`src/rtl/mem_arbiter.sv`:
```
// mem_arbiter: shares one single-port memory between the fetch and data ports
// of the MIPS core. Data wins by default; a starvation counter forces a fetch
// grant after STARVE_MAX back-to-back data grants while fetch is waiting.
// A wait counter converts a hung memory into an error completion.
//
// state   | meaning
// --------+----------------------------------------------------------
// IDLE    | no transaction; grant decision made every cycle
// GRANT_I | fetch in flight, m_req held until m_ack or timeout
// GRANT_D | load/store in flight, m_req held until m_ack or timeout
// RESP    | one-cycle completion pulse on i_ready/d_ready; no grant
module mem_arbiter #(
  parameter int ADDR_W     = 32,
  parameter int DATA_W     = 32,
  parameter int STARVE_MAX = 4,
  parameter int TIMEOUT    = 64
) (
  input  logic              clk,
  input  logic              reset,
  input  logic              i_req,
  input  logic [ADDR_W-1:0] i_addr,
  output logic [DATA_W-1:0] i_rdata,
  output logic              i_ready,
  input  logic              d_req,
  input  logic              d_we,
  input  logic [ADDR_W-1:0] d_addr,
  input  logic [DATA_W-1:0] d_wdata,
  output logic [DATA_W-1:0] d_rdata,
  output logic              d_ready,
  output logic              err,
  output logic              m_req,
  output logic              m_we,
  output logic [ADDR_W-1:0] m_addr,
  output logic [DATA_W-1:0] m_wdata,
  input  logic [DATA_W-1:0] m_rdata,
  input  logic              m_ack
);

  localparam int WAIT_W   = $clog2(TIMEOUT);
  localparam int STARVE_W = (STARVE_MAX < 1) ? 1 : $clog2(STARVE_MAX + 1);
  localparam logic [WAIT_W-1:0]   WAIT_LAST  = WAIT_W'(TIMEOUT - 1);
  localparam logic [STARVE_W-1:0] STARVE_LIM = STARVE_W'(STARVE_MAX);

  typedef enum logic [1:0] {IDLE, GRANT_I, GRANT_D, RESP} state_t;

  state_t              state, state_nxt;
  logic [WAIT_W-1:0]   wait_cnt, wait_cnt_nxt;
  logic [STARVE_W-1:0] starve_cnt, starve_cnt_nxt;

  logic              m_req_nxt, m_we_nxt, i_ready_nxt, d_ready_nxt, err_nxt;
  logic [ADDR_W-1:0] m_addr_nxt;
  logic [DATA_W-1:0] m_wdata_nxt, i_rdata_nxt, d_rdata_nxt;
  logic              done, timed_out;

  // State register; reset drops any in-flight transaction silently
  always_ff @(posedge clk or posedge reset) begin
    if (reset) state <= IDLE;
    else       state <= state_nxt;
  end

  // Next-state, grant decision and completion handling
  always_comb begin
    state_nxt      = state;
    wait_cnt_nxt   = wait_cnt;
    starve_cnt_nxt = starve_cnt;
    m_req_nxt      = m_req;
    m_we_nxt       = m_we;
    m_addr_nxt     = m_addr;
    m_wdata_nxt    = m_wdata;
    i_rdata_nxt    = i_rdata;
    d_rdata_nxt    = d_rdata;
    i_ready_nxt    = 1'b0;
    d_ready_nxt    = 1'b0;
    err_nxt        = 1'b0;
    done           = 1'b0;
    timed_out      = 1'b0;

    case (state)
      IDLE: begin
        if (d_req && (!i_req || (starve_cnt < STARVE_LIM))) begin
          state_nxt    = GRANT_D;
          m_req_nxt    = 1'b1;
          m_we_nxt     = d_we;
          m_addr_nxt   = d_addr;
          m_wdata_nxt  = d_wdata;
          wait_cnt_nxt = '0;
          if (!i_req)                    starve_cnt_nxt = '0;
          else if (starve_cnt != STARVE_LIM) starve_cnt_nxt = starve_cnt + STARVE_W'(1);
        end else if (i_req) begin
          state_nxt      = GRANT_I;
          m_req_nxt      = 1'b1;
          m_we_nxt       = 1'b0;
          m_addr_nxt     = i_addr;
          m_wdata_nxt    = '0;
          wait_cnt_nxt   = '0;
          starve_cnt_nxt = '0;
        end
      end

      GRANT_I, GRANT_D: begin
        // A late ack in the timeout cycle still counts as success
        if (m_ack) begin
          done = 1'b1;
          if (state == GRANT_I) i_rdata_nxt = m_rdata;
          else if (!m_we)       d_rdata_nxt = m_rdata;
        end else if (wait_cnt == WAIT_LAST) begin
          done      = 1'b1;
          timed_out = 1'b1;
          if (state == GRANT_I) i_rdata_nxt = '0;
          else if (!m_we)       d_rdata_nxt = '0;
        end else begin
          wait_cnt_nxt = wait_cnt + WAIT_W'(1);
        end

        if (done) begin
          state_nxt    = RESP;
          m_req_nxt    = 1'b0;
          m_we_nxt     = 1'b0;
          wait_cnt_nxt = '0;
          err_nxt      = timed_out;
          i_ready_nxt  = (state == GRANT_I);
          d_ready_nxt  = (state == GRANT_D);
        end
      end

      RESP: begin
        state_nxt = IDLE;
      end

      default: begin
        state_nxt = IDLE;
      end
    endcase
  end

  // Registered outputs and counters
  always_ff @(posedge clk or posedge reset) begin
    if (reset) begin
      wait_cnt   <= '0;
      starve_cnt <= '0;
      m_req      <= 1'b0;
      m_we       <= 1'b0;
      m_addr     <= '0;
      m_wdata    <= '0;
      i_rdata    <= '0;
      d_rdata    <= '0;
      i_ready    <= 1'b0;
      d_ready    <= 1'b0;
      err        <= 1'b0;
    end else begin
      wait_cnt   <= wait_cnt_nxt;
      starve_cnt <= starve_cnt_nxt;
      m_req      <= m_req_nxt;
      m_we       <= m_we_nxt;
      m_addr     <= m_addr_nxt;
      m_wdata    <= m_wdata_nxt;
      i_rdata    <= i_rdata_nxt;
      d_rdata    <= d_rdata_nxt;
      i_ready    <= i_ready_nxt;
      d_ready    <= d_ready_nxt;
      err        <= err_nxt;
    end
  end

endmodule

```
`config.mk`:
```
export PLATFORM = sky130hd
export DESIGN_NAME = mem_arbiter
export DESIGN_NICKNAME = d
export VERILOG_FILES = /design/src/rtl/mem_arbiter.sv
export SDC_FILE = /design/constraint.sdc
export NUM_CORES = 1
export LEC_CHECK = 0
export CORE_MARGIN = 8
export CORE_UTILIZATION = 37
export CTS_CLUSTER_DIAMETER = 120
export DETAILED_ROUTE_END_ITERATION = 7
export MAX_ROUTING_LAYER = met4
export PLACE_DENSITY = 0.76
export SLEW_MARGIN = 20
export SYNTH_ARGS = -nofsm -noshare
export SYNTH_HDL_FRONTEND = slang
export SYNTH_SLANG_ARGS = --single-unit
export TNS_END_PERCENT = 100
```
`constraint.sdc`:
```
create_clock -name clk -period 5.4 [get_ports clk]
set_clock_uncertainty 0.2 [all_clocks]
set_input_delay 1.08 -clock clk [delete_from_list [all_inputs] [get_ports clk]]
set_output_delay 1.08 -clock clk [all_outputs]
set_load 0.005 [all_outputs]
```
# Word level (Yosys, flattened, before mapping)
# Index checks and enable logic that the tools add are counted.
# W data, S select, Z words.
# classes
n_lt_le_gt_ge	1
muxes	45
eq_ne	12
n_addsub	2
reduce_logical	15
bitwise_logic	1
# ops
operator	count
$mux W32	14
$mux W6	5
$mux W1	15
$mux W3	4
$ne A3 B3 Y1 const B	4
$pmux W6 S2	1
$reduce_and A3 Y1	3
$add A6 B1 Y6 const B	1
$eq A6 B6 Y1 const B	1
$mux W2	3
$ne A2 B2 Y1 const B	3
$pmux W2 S3	1
$reduce_bool A2 Y1	3
$reduce_and A5 Y1	1
$eq A2 B2 Y1 const B	2
$pmux W1 S2	2
$reduce_and A2 Y1	2
$reduce_and A4 Y1	1
$add A3 B1 Y3 const B	1
$lt A3 B3 Y1 const B	1
$ne A3 B2 Y1 const B	1
$eq A2 B1 Y1 const B	1
$logic_not A2 Y1	1
$reduce_or A2 Y1	1
other kinds (4)	4
# totals
register_bits	144
elab_cells	88

# Longest topological paths before layout
# Gate-level depths: netlist of the first run.
# depth
word_depth	6
depth_mapped	7
ltp_nobuf	6

# Least setup slack after synthesis of the first run
# No wires, ideal clock.
# synth_timing
path_type	input -> register
startpoint	input port m_ack
endpoint	register wait_cnt[3]
required_ns	5.124
stages	4
arrival_time_ns	1.956
setup_time_ns	0.076
slack_ns	3.167
cell_sequence	nand2b_4 -> o21bai_1 -> or4_1 -> o21ai_1
# synth_between
elab_chain_len	4
word_cells_on_any_way	7
classes_between	eq/ne: 2; mux: 4; reduce/logical: 1
# synth_lines
element	line	text
start, declared	36	input logic m_ack
$mux W1	102	if (m_ack) begin
$mux W1	78	case (state)
$ne A3 B3 Y1 (no line) or $mux W6 (tied branches)	-	
$reduce_and A4 Y1 (no line) or $pmux W6 S2 (tied branches)	-	
end signal, assigned	151	wait_cnt <= wait_cnt_nxt;
end, declared	47	logic [WAIT_W-1:0] wait_cnt, wait_cnt_nxt;
# Parallel ways exist; a longest one is shown, timed or not. The select of a mux whose other input is x is not followed.
# A chain may end at the register's enable or synchronous reset.

# Worst setup path after layout of the first run
# layout_timing
startpoint	input port i_req
endpoint	register m_addr[22]
# layout_between
elab_chain_len	5
word_cells_on_any_way	6
classes_between	mux: 1; reduce/logical: 5
# layout_lines
element	line	text
start, declared	20	input logic i_req,
$logic_not A1 Y1	-	
$logic_or A1 B1 Y1	80	if (d_req && (!i_req || (starve_cnt < STARVE_LIM))) begin
$logic_and A1 B1 Y1	80	
$reduce_bool A2 Y1 (no line)	-	
$reduce_and A2 Y1 (no line)	-	
end signal, assigned	155	m_addr <= m_addr_nxt;
end, declared	33	output logic [ADDR_W-1:0] m_addr,
# Parallel ways exist; a longest one is shown, timed or not.

==> results of run 1 <==
-- layout make-up --
type                       count  area share [%]
tap                          211            2.89
inverter                       8           0.384
multi-input combinational    258            21.4
sequential                   144            39.5
timing repair buffer         272            29.7
clock inverter                12            1.22
clock buffer                  20            4.89
-- worst register-to-register path, cell delays in order, from the launching register on --
cell and delay [ns]:
sky130_fd_sc_hd__dfrtp_1 0.34, sky130_fd_sc_hd__inv_1 0.09, sky130_fd_sc_hd__ha_1 0.58, sky130_fd_sc_hd__nor3b_1 0.34, sky130_fd_sc_hd__and2_2 0.64, sky130_fd_sc_hd__a22o_1 0.28
-- worst min-delay path by stage --
stage                      from          end  cells after the start
global placement     m_addr[19]   m_addr[19]                      2
floorplan           wait_cnt[1]  wait_cnt[1]                      2
detailed placement   m_addr[19]   m_addr[19]                      2
CTS                  m_addr[19]   m_addr[19]                      2
global route          m_addr[0]    m_addr[0]                      2
finish               m_addr[19]   m_addr[19]                      2
-- metrics by stage --
stage	utilization [%]	total power, mW
detailed placement	56.2	4.18
floorplan	-	2.88
finish	59.9	5.24
CTS	59.8	5.31
global route	59.9	5.57
global placement	56.1	4.09
-- power by group --
part	total (mW)	switching, mW	leakage (nW)	internal (mW)
combinational	2.26	0.899	1.95	1.36
sequential	1.89	0.304	1.82	1.58
clock	1.09	0.445	0.266	0.647
total	5.24	1.65	4.04	3.59
-- registers in the layout, indices dropped and copies added, names as in the netlist --
name        count
err             1
i_rdata        32
wait_cnt        6
starve_cnt      3
m_addr         32
i_ready         1
d_ready         1
state           2
m_we            1
m_wdata        32
d_rdata        32
m_req           1
-- cells in the final DEF, fill, tap and decap left out, drive strengths merged, types with 3 or more instances in the layout --
cell	instances
clkdlybuf4s50	266
dfrtp	144
a22o	98
o21ai	43
nand2	42
mux2i	34
clkbuf	20
inv	9
ha	7
clkinv	7
buf	6
a21oi	4
nor3b	3
clkinvlp	3
nand3	3
-- cells by family (layout without fill, tap and decap cells) --
kind of cell               count (synthesis)  in the layout  share of synthesized area [%]
adders and majority gates                  7              7                           1.51
AOI/OAI and AO/OA                        153            153                           20.4
buffers and inverters                     41            312                           4.24
and+or+nand+nor                           63             63                           5.45
muxes                                     35             35                           6.08
DFF                                      144            144                           62.3
-- routing by layer --
layer	up-vias	wire, microns
met5	-	0
met4	0	85
met3	9	1570
met2	214	8350
met1	2264	7570
li1	2160	-
==> impl_summary.txt, run 1 <==
----------------------------------------------------
[STA]
  Hold slack final ... approximately 0.27 ns
  Count of final hold-check violations ... 0
  Total setup violations reported at the end of the flow ... 0
  Maximum clock rate ... 0.359 GHz
  Final Max Tran Viols ... 0
  Minimum setup slack in the final design ... between 2 and 3 ns
  Actual transition at the worst max-transition pin ... a little under 0.9 ns
  Setup repair after global routing missed its margin ... no
  Headroom to the max-slew limit ... just over 40%
  Setup total negative slack ... 0 ns
  Time the worst path needs with I/O delays and setup ... between 2 and 3 ns
  Final clock period utilization by the worst path ... between 50% and 60%

[Yosys]
  Dominant synthesized flop cell ... sky130_fd_sc_hd__dfrtp_1
  Cell area after technology mapping ... about 5800 sq um
  Synthesis-stage register bit count ... between 100 and 150
  Post-synthesis cell type with the largest combined area ... sky130_fd_sc_hd__dfrtp_1
  Mapped Nets ... between 500 and 600
  Most frequent cells after synthesis ... 144 x sky130_fd_sc_hd__dfrtp_1, 98 x sky130_fd_sc_hd__a22o_1, 42 x sky130_fd_sc_hd__nand2_1
  Gate count after technology mapping ... about 440
  Sequential fraction of the synthesis area ... between 60% and 70%
  Number of synthesized flops with an enable pin ... 0
  Most instantiated library cell after synthesis ... sky130_fd_sc_hd__dfrtp_1
  Unique masters post-synth ... 38
  Post-synth top area share ... between 60% and 70%
  Fraction of registers with async set or reset after synthesis ... between 90% and 100%
  Synth Area per Inst ... 13.1 sq um
  Synth area leaders ... sky130_fd_sc_hd__dfrtp_1 62%, sky130_fd_sc_hd__a22o_1 15%, sky130_fd_sc_hd__mux2i_1 5.9%
  Warning count from the yosys run ... 0

[Floorplanning]
  Floorplan die width ... around 140 microns
  Total core area ... approximately 15000 sq um
  Initial cell density of the core ... 37.9%
  Height of the chip ... roughly 140 microns
  Number of placed I/O pins ... roughly 270
  Number of cell rows ... 45
  Die area ... 19900 sq um

[Clocking]
  Clock insertion delay at the later pin of the skew report ... ~0.41 ns
  Max Buffers Root-to-Sink ... 2
  Number of buffers inserted to repair setup after CTS ... 0
  TritonCTS clock tree ... yes
  Post-CTS sizing ... 0
  Library cell used as clock root buffer ... sky130_fd_sc_hd__clkbuf_16
  Clock transition at the register clock pins on the worst setup and hold paths after CTS ... around 0.06 ns
  Number of hold buffers added after cts ... 0
  Num Clock Sinks ... roughly 140
  CTS H-tree lvls ... 4
  Clock buffers created by TritonCTS ... 17

[Power]
  Lkg Pwr ... approximately 4.0 nW
  IR Drop Worst-Case VDD ... 0.260 mV
  Power per cell area ... roughly 570 nW/um^2

[Global routing]
  Global routing's busiest layer ... met2
  Met3 global-route usage ... around 7.3%
  Met1 global-route usage ... a little over a fifth
  Final global-route overflow total ... 0
  Vias in the first global route ... roughly 5000
  First-pass GRT wire length ... 27600 microns
  Total routing usage reported by global routing ... a little under a fifth
  Met2 usage ... a little under 30%
  Antenna violations before repair ... 0
  Maximum number of pins on one net before global-route repair ... approximately 100

[Placement]
  Placed Cells incl. Taps ... around 900
  Final Wtd Congestion ... approximately 0.79
  Count of input and output buffers ... 266
  Sum of net half-perimeters after detailed placement ... approximately 13000 microns
  Pre-CTS setup slack ... between 2 and 2.5 ns
  Area of placed instances ... about 8600 sq um

[Worst setup path]
  CP required ... ~5.4 ns
  Startpoint of the lowest-slack register-to-register path ... state[0]
  Highest net fanout along the worst path ... 100
  FF-to-FF setup slack ... around 2.9 ns
  Worst reg2reg path endpoint ... d_rdata[14]
  Delay of the slowest cell on the worst path ... around 0.67 ns
  CP max stage cell ... sky130_fd_sc_hd__buf_4
  Crit path buffers/inverters ... 2
  Cell type group with the largest total delay on the critical path ... buffers and inverters
  Depth of the most critical reg-to-reg path ... 5
  Worst setup SP type ... primary input
  Critical Path Stages ... 4
  Cells along the critical path ... clkdlybuf4s50_1, o21ai_4, buf_4, o21ai_0
  Endpoint class of the critical path ... register
  Capture point of the critical path ... m_addr[22]
  Origin of the worst setup path ... i_req
  Classification of the worst setup path ... in2reg
  Arrival @ worst endpoint ... 2.83 ns

[Min path]
  Worst hold path type ... reg2reg

[Cells and area]
  Final antenna diode count ... 0
  Area added between synthesis and finish ... 57.9%
  Final design instance area without fill ... approximately 9100 sq um
  Final net count ... 842
  Fill cell count ... about 1200
  Storage element area ... roughly 3600 sq um
  Fraction of layout instances using a drive strength above 1 ... 7.14%
  Multi-input gate area ... around 2000 sq um
  Non-filler cells in the finished layout ... between 900 and 1000

[Run]
  Max_cap viols ... 0

[Detailed routing]
  Total Wirelength ... approximately 18000 microns
  Count of vias placed by the detailed router ... roughly 4600
  Number of search-and-repair iterations in the first detailed-routing pass ... 4
  Via density per instance ... between 5 and 6
  Violation count after the first detailed-route iteration ... around 180
  Final ANT Viol Nets ... 0
  Routed wire per std cell ... between 15 and 20 microns
  Count of unresolved DRC violations after routing ... 0

[Outcome]
  Result of the run ... complete, no violations

----------------------------------------------------
Note: power is estimated with default switching activity, not from simulation.
==> run 2: changes to the inputs <==
clock period = 2.4 ns   (was 5.4 ns; I/O delays follow)
==> impl_summary.txt, run 2 (synthesis results as in run 1) <==
----------------------------------------------------
[Detailed routing]
  Final ANT Viol Nets ... 0 (unchanged)
  Count of unresolved DRC violations after routing ... 0 (unchanged)
  Via density per instance ... 5.07 (was 5.02)
  Number of search-and-repair iterations in the first detailed-routing pass ... 4 (unchanged)
  Total Wirelength ... 17900 microns (was 17600 microns)
  Violation count after the first detailed-route iteration ... 182 (was 181)
  Routed wire per std cell ... 19.2 microns (was 19.0 microns)
  Count of vias placed by the detailed router ... 4734 (was 4647)

[Placement]
  Sum of net half-perimeters after detailed placement ... 13400 microns (was 13100 microns)
  Count of input and output buffers ... 266 (unchanged)
  Final Wtd Congestion ... 0.832 (was 0.795)
  Pre-CTS setup slack ... 0.117 ns (was 2.17 ns)

[Cells and area]
  Most common library cell in the layout ignoring fill and taps ... sky130_fd_sc_hd__clkdlybuf4s50_1 (unchanged)
  Fill cell count ... 1192 (was 1246)
  Layout Utilization ... 60.8% (was 59.9%)
  Final antenna diode count ... 0 (unchanged)
  Fraction of layout instances using a drive strength above 1 ... 8.17% (was 7.14%)
  Area added between synthesis and finish ... 60.3% (was 57.9%)
  Most used cells in the layout excluding fill and tap cells ... 266 x sky130_fd_sc_hd__clkdlybuf4s50_1, 144 x sky130_fd_sc_hd__dfrtp_1, 98 x sky130_fd_sc_hd__a22o_1 (unchanged)
  Final net count ... 850 (was 842)

[Global routing]
  Vias in the first global route ... 5175 (was 5084)
  Met3 global-route usage ... 5.64% (was 7.26%)
  Antenna violations before repair ... 0 (unchanged)
  First-pass GRT wire length ... 28000 microns (was 27600 microns)
  Met1 global-route usage ... 21.8% (was 21.0%)
  Maximum number of pins on one net before global-route repair ... 94 (was 101)
  Global routing's busiest layer ... met2 (unchanged)
  Met2 usage ... 30.0% (was 29.0%)
  Final global-route overflow total ... 0 (unchanged)
  Total routing usage reported by global routing ... 18.5% (was 18.2%)

[STA]
  Headroom to the max-slew limit ... 57.6% (was 41.0%)
  Minimum setup slack in the final design ... 0.160 ns (was 2.61 ns)
  Count of final hold-check violations ... 0 (unchanged)
  Total setup violations reported at the end of the flow ... 0 (unchanged)
  Actual transition at the worst max-transition pin ... 0.636 ns (was 0.885 ns)
  Final clock period utilization by the worst path ... ~93%
  Final Max Tran Viols ... 0 (unchanged)
  Setup repair after global routing missed its margin ... no (unchanged)
  Maximum clock rate ... around 0.45 GHz
  Time the worst path needs with I/O delays and setup ... 2.24 ns
  Hold slack final ... 0.286 ns (was 0.274 ns)

[Floorplanning]
  Number of cell rows ... 45 (unchanged)
  Height of the chip ... 141 microns (unchanged)
  Total core area ... 15300 sq um (unchanged)
  Floorplan die width ... 141 microns (unchanged)
  Initial cell density of the core ... 37.9% (unchanged)
  Number of placed I/O pins ... 267 (unchanged)
  Die area ... 19900 sq um (unchanged)

[Clocking]
  Clock buffers created by TritonCTS ... 17 (unchanged)
  Post-CTS sizing ... 0 (unchanged)
  CTS H-tree lvls ... 4 (unchanged)
  Num Clock Sinks ... 144 (unchanged)
  Clock insertion delay at the later pin of the skew report ... 0.41 ns (about the same)
  Clock transition at the register clock pins on the worst setup and hold paths after CTS ... 0.06 ns (about the same)
  Library cell used as clock root buffer ... sky130_fd_sc_hd__clkbuf_16 (unchanged)
  Number of hold buffers added after cts ... 0 (unchanged)
  Number of buffers inserted to repair setup after CTS ... 0 (unchanged)
  Max Buffers Root-to-Sink ... 2 (unchanged)
  TritonCTS clock tree ... yes (unchanged)

[Worst setup path]
  Arrival @ worst endpoint ... 2.39 ns (was 2.83 ns)
  CP required ... 2.55 ns (was 5.44 ns)
  Classification of the worst setup path ... reg2reg (was in2reg)
  Highest net fanout along the worst path ... 32 (was 100)
  Worst setup SP type ... register (was primary input)
  Endpoint class of the critical path ... register (unchanged)

[Power]
  Lkg Pwr ... 4.11 nW (was 4.04 nW)
  Power per cell area ... 1300 nW/um^2 (was 574 nW/um^2)
  IR Drop Worst-Case VDD ... 0.606 mV (was 0.260 mV)

[Outcome]
  Result of the run ... complete, no violations (unchanged)

[Min path]
  Worst hold path type ... reg2reg (unchanged)

[Run]
  Max_cap viols ... 0 (unchanged)

----------------------------------------------------
[run 2: cell type report]
class | instances | area [sq um] | area share, %
flip-flops and latches | 144 | 3600 | 38.9
repair buffers | 280 | 2840 | 30.7
multi-input cells | 258 | 1950 | 21.1
clock buffers | 17 | 425 | 4.59
well taps | 211 | 264 | 2.85
clock inverters | 15 | 149 | 1.61
inverters | 8 | 33.8 | 0.364
[run 2: stage by stage]
step           power (mW)  std cells  TNS, ns  area, sq um
3_5_place_dp         9.57        901        0         8700
6_report             12.1        933        0         9270
3_3_place_gp         9.40        901        0         8700
5_1_grt              12.8        933        0         9270
4_1_cts              12.2        933        0         9270
2_1_floorplan        6.47        443   -12.25         5790
[run 2: report_power, final]
part	internal, mW	switching (mW)
logic	3.19	2.08
registers	3.56	0.672
clock network	1.46	1.10
total	8.21	3.86
[run 2: path summary, 6_finish.rpt]
check | startpoint | endpoint | slack (ns) | depth (start not counted)
min reg2reg | m_addr[1] | m_addr[1] | 0.29 | 2
min in group asynchronous | reset | d_rdata[14] | 0.37 | 3
min | m_addr[1] | m_addr[1] | 0.29 | 2
max in group asynchronous | reset | m_wdata[7] | 1.11 | 3
max reg2reg | state[1] | d_rdata[1] | 0.16 | 6
max | state[1] | d_rdata[1] | 0.16 | 6
[run 2: per-layer routing]
metal / wire length, microns / vias up
met4: 184 / 0
met5: 0 / -
met2: 8550 / 218
met1: 7810 / 2334
met3: 1410 / 14
li1: - / 2168
[run 2: critical path: stages, from the launching register on]
cell	delay [ns]
sky130_fd_sc_hd__dfrtp_1	0.37
sky130_fd_sc_hd__inv_1	0.09
sky130_fd_sc_hd__ha_1	0.46
sky130_fd_sc_hd__nor3b_1	0.32
sky130_fd_sc_hd__and2_1	0.18
sky130_fd_sc_hd__buf_4	0.33
sky130_fd_sc_hd__a22o_1	0.22
